--- config.mk ---
export PLATFORM = sky130hd
export DESIGN_NAME = seq_booth_multiplier
export DESIGN_NICKNAME = d
export VERILOG_FILES = /design/src/rtl/seq_booth_multiplier_pkg.sv /design/src/rtl/seq_booth_multiplier_ripple_adder.sv /design/src/rtl/seq_booth_multiplier.sv
export SDC_FILE = /design/constraint.sdc
export NUM_CORES = 1
export LEC_CHECK = 0
export CAP_MARGIN = 10
export CORE_ASPECT_RATIO = 1.25
export CORE_MARGIN = 2
export CORE_UTILIZATION = 57
export CTS_CLUSTER_SIZE = 25
export DETAILED_ROUTE_END_ITERATION = 8
export PLACE_DENSITY = 0.88
export SLEW_MARGIN = 10
export SYNTH_ARGS = -nofsm -noshare
export SYNTH_HDL_FRONTEND = slang
export SYNTH_SLANG_ARGS = --single-unit
--- constraint.sdc ---
create_clock -name clk -period 8.33 [get_ports clk]
set_input_delay 1.2495 -clock clk [delete_from_list [all_inputs] [get_ports clk]]
set_output_delay 1.2495 -clock clk [all_outputs]
set_load 0.005 [all_outputs]
--- src/rtl/seq_booth_multiplier_pkg.sv ---
// Shared definitions for the sequential radix-2 Booth multiplier:
// FSM state encoding and the default operand width.
package seq_booth_multiplier_pkg;

  localparam int DEFAULT_WIDTH = 8;

  typedef logic [1:0] state_t;

  localparam state_t ST_IDLE = 2'd0;
  localparam state_t ST_RUN  = 2'd1;
  localparam state_t ST_DONE = 2'd2;

endpackage

--- src/rtl/seq_booth_multiplier_ripple_adder.sv ---
// Ripple-carry adder built from a chain of full-adder cells.
// Purely combinational; carry propagates LSB to MSB.
module ripple_adder #(
  parameter int WIDTH = 9
) (
  input  logic [WIDTH-1:0] a,
  input  logic [WIDTH-1:0] b,
  input  logic             cin,
  output logic [WIDTH-1:0] sum,
  output logic             cout
);

  logic [WIDTH:0] carry;

  assign carry[0] = cin;

  for (genvar i = 0; i < WIDTH; i++) begin : g_fa
    assign sum[i]     = a[i] ^ b[i] ^ carry[i];
    assign carry[i+1] = (a[i] & b[i]) | (carry[i] & (a[i] ^ b[i]));
  end

  assign cout = carry[WIDTH];

endmodule

--- src/rtl/seq_booth_multiplier.sv ---
// Sequential radix-2 Booth multiplier, signed or unsigned operands, one step per cycle.
// Latency WIDTH+1 cycles from accept to done; start is ignored while busy.
module seq_booth_multiplier
  import seq_booth_multiplier_pkg::*;
#(
  parameter int WIDTH = DEFAULT_WIDTH
) (
  input  logic                 clk,
  input  logic                 rst_n,
  input  logic                 start,
  input  logic                 signed_op,
  input  logic [WIDTH-1:0]     multiplicand,
  input  logic [WIDTH-1:0]     multiplier,
  output logic                 busy,
  output logic                 done,
  output logic [2*WIDTH-1:0]   product
);

  localparam int EW = WIDTH + 1;
  localparam int CW = $clog2(WIDTH + 2);
  localparam logic [CW-1:0] ITERS = CW'(EW);

  state_t          state;
  logic [EW-1:0]   a_reg;
  logic [EW-1:0]   q_reg;
  logic [EW-1:0]   m_reg;
  logic            q_m1;
  logic [CW-1:0]   cnt;

  logic [EW-1:0]   add_b;
  logic            add_cin;
  logic [EW-1:0]   add_sum;
  logic            unused_cout;
  logic [EW-1:0]   next_a;
  logic [EW-1:0]   next_q;
  logic [EW-1:0]   m_ext;
  logic [EW-1:0]   q_ext;

  // One extra bit lets unsigned operands ride through the signed Booth recoding.
  assign m_ext = {signed_op & multiplicand[WIDTH-1], multiplicand};
  assign q_ext = {signed_op & multiplier[WIDTH-1],   multiplier};

  // Booth recoding selects +M, -M (as ~M + 1) or zero into the single adder.
  always_comb begin
    add_b   = '0;
    add_cin = 1'b0;
    case ({q_reg[0], q_m1})
      2'b01: add_b = m_reg;
      2'b10: begin
        add_b   = ~m_reg;
        add_cin = 1'b1;
      end
      default: add_b = '0;
    endcase
  end

  ripple_adder #(
    .WIDTH (EW)
  ) u_adder (
    .a    (a_reg),
    .b    (add_b),
    .cin  (add_cin),
    .sum  (add_sum),
    .cout (unused_cout)
  );

  // Arithmetic right shift of {A, Q, q_m1}.
  assign next_a = {add_sum[EW-1], add_sum[EW-1:1]};
  assign next_q = {add_sum[0], q_reg[EW-1:1]};

  always_ff @(posedge clk or negedge rst_n) begin
    if (!rst_n) begin
      state   <= ST_IDLE;
      a_reg   <= '0;
      q_reg   <= '0;
      m_reg   <= '0;
      q_m1    <= 1'b0;
      cnt     <= '0;
      product <= '0;
    end else begin
      case (state)
        ST_IDLE: begin
          if (start) begin
            state <= ST_RUN;
            a_reg <= '0;
            q_reg <= q_ext;
            m_reg <= m_ext;
            q_m1  <= 1'b0;
            cnt   <= ITERS;
          end
        end
        ST_RUN: begin
          a_reg <= next_a;
          q_reg <= next_q;
          q_m1  <= q_reg[0];
          cnt   <= cnt - 1'b1;
          if (cnt == CW'(1)) begin
            state   <= ST_DONE;
            product <= {next_a[WIDTH-2:0], next_q};
          end
        end
        ST_DONE: state <= ST_IDLE;
        default: state <= ST_IDLE;
      endcase
    end
  end

  assign busy = (state != ST_IDLE);
  assign done = (state == ST_DONE);

endmodule

==> results.cfg <==
[route]
drt_iter0_markers = 86
antenna_left = 0
drtPass1Iterations = 4
via_per_inst = 5.22
wl_per_cell_um = 13.4
drc = 0
wl_mm = 4.16
via_count = 1617

[job]
maxCapViolCount = 0

[worst_hold_path]
hold-path-cell-count = 2
whs_endpoint = product[12]
hold_path_class = register to register
worstHoldStart = product[12]

[die]
coreArea_mm2 = 0.00382
io_pins = 38
rows = 25
dieArea_mm2 = 0.00456
die_w_um = 60.8
start_util = 0.602
fp.dieH_um = 75.0

[placement]
portBuffers = 37
place.gp.congestion = 0.846
place_inst = 302
place_ws_ns = 4.11
dp_hpwl_mm = 2.96

[setup_path]
crit_buf_inv = 2
criticalPathCategory = register to register
r2r_cells = 13
cp_slowest_cell = fa_1
start_kind = register
path_cells = or2b_1 > o21ai_0 > fa_1 > inv_1 > fa_1 > fa_1 > fa_1 > fa_1 > fa_1 > inv_1 > fa_1 > fa_1 > mux2_2
reg2reg_slack_ns = 4.07
crit_start = q_reg[0]
required_ns = 8.52
crit_family = adder cells
r2r_end = product[15]
critical_path.max_stage_delay_ns = 0.44
cp-end-kind = register
worstPathMaxFanout = 9
timing.critical_path.mode_cell = fa_1
crit-reg2reg-launch = q_reg[0]
arrival_ns = 4.45

[global_routing]
track_usage = 0.222
grt_remaining_overflow = 0
grt_max_degree = 50
grt_first_pass_wirelength_mm = 7.38
antenna_found_initial = 0
grt_pass1_vias = 1598

[sta]
finalHoldViolCount = 0
drv_slew = 0
slew_headroom = 0.312
setup_tns_ns = 0
worstMarginPinSlew_ns = 1.03
fin_crit_sh = 0.511
rsz0062_at_grt = no
holdWs_ns = 0.484
setup_slack_ns = 4.07
fin_crit_ns = 4.26
fin_skew_ns = 0.00704
setup_violations = 0
max_freq_mhz = 235

[synth]
synth_seq_cells = 49
avgSynthCellArea_um2 = 10.4
synthCells = 221
ys_types = 32
ys_seq_area_frac = 0.533
ys_warn_count = 0
synth_nets = 251
syn-cell-area_mm2 = 0.00230

[clock_network]
tritoncts = yes
path_clk_slew_ns = 0.08
post_cts_resize_count = 0
htreeDepth = 2
cts_made_buffers = 5
cts.hold.buffers_added = 0
cts_setup_buffers = 0
clock-sinks = 49
insertion_delay_ns = 0.30
clockRootBuffer = clkbuf_8
clk_path_buf_depth = 2

[power]
p_per_area_mw_per_mm2 = 413
irDropWorstVdd_uv = 214
p_leak_nw = 1.33

[cells_and_area]
area_delta_synth_final_pct = 22.4
layout_common_cells = nand2_1 (60), dfrtp_1 (49), clkdlybuf4s50_1 (36)
drive_above_1_share = 0.102
nets = 285
largest_register_ffs = 16
fin_cells = 310
fin_util = 0.737
n_antenna_cell = 0
final_common_cell = nand2_1

[outcome]
status = completed
-- cells by family after synthesis --
family,share of synthesized area
buffers and inverters,0.0457
multiplexers,0.0686
AO/OA/AOI/OAI,0.102
AND/OR/NAND/NOR,0.169
flip-flops,0.533
adder cells (fa/ha/maj),0.0806
-- layout make-up --
| type | instances | area, um^2 |
|---|---|---|
| sequential | 49 | 1230 |
| clock buffer | 5 | 68.8 |
| fill | 287 | 1000 |
| inverter | 12 | 45.0 |
| multi-input combinational | 149 | 967 |
| timing repair buffer | 38 | 373 |
| tap | 54 | 67.6 |
| clock inverter | 3 | 65.1 |
-- worst max path at each step --
stage	to	depth (start not counted)	slack, ns
after floorplan	product[15]	14	4.25
after global placement	product[15]	13	4.20
after detailed placement	product[15]	13	4.11
after CTS	product[15]	13	4.09
after global routing	product[15]	13	3.83
final	product[15]	13	4.07
-- report_power, final --
part	leakage [nW]	switching [mW]	internal (mW)
clock	0.0681	0.0777	0.119
combinational	0.659	0.265	0.261
sequential	0.604	0.0819	0.356
total	1.33	0.425	0.736
-- tightest hold or removal path, stage by stage, from the launching register on --
cell     delay (ns)
dfrtp_1        0.35
nand2_1        0.04
o21ai_0        0.06
-- per-layer routing --
metal  track usage  share of wire
met5             0              0
met1         0.305           0.45
met4         0.104          0.023
met2         0.337           0.48
met3        0.0498          0.038
-- Yosys cell counts, drive strengths merged --
library cell  count  area, um^2
dfrtp            49        1230
nand2b            1        6.26
and3b             1        10.0
nor2b             2        15.0
or2b              1        7.51
or3               1        6.26
nor2              8        32.5
mux2             11         158
nand2            61         231
nor3b             3        27.5
a21o              1        7.51
a31oi             3        18.8
inv              12        45.0
o31ai             1        7.51
nor3              1        5.00
a32oi             1        8.76
fa                8         160
a22oi             8        60.1
a21oi             6        30.0
ha                2        25.0
o21ai            19        95.1
clkbuf            6        22.5
nand3             8        40.0
a211oi            1        7.51
and2b             1        7.51
buf               5        37.5
-- through the flow --
step	total power, mW	instance area (um^2)
floorplan	0.787	2300
global placement	0.938	2680
detailed placement	0.968	2680
CTS	1.17	2810
global route	1.27	2810
finish	1.16	2810
No activity file was read; power rests on OpenSTA's default activity.
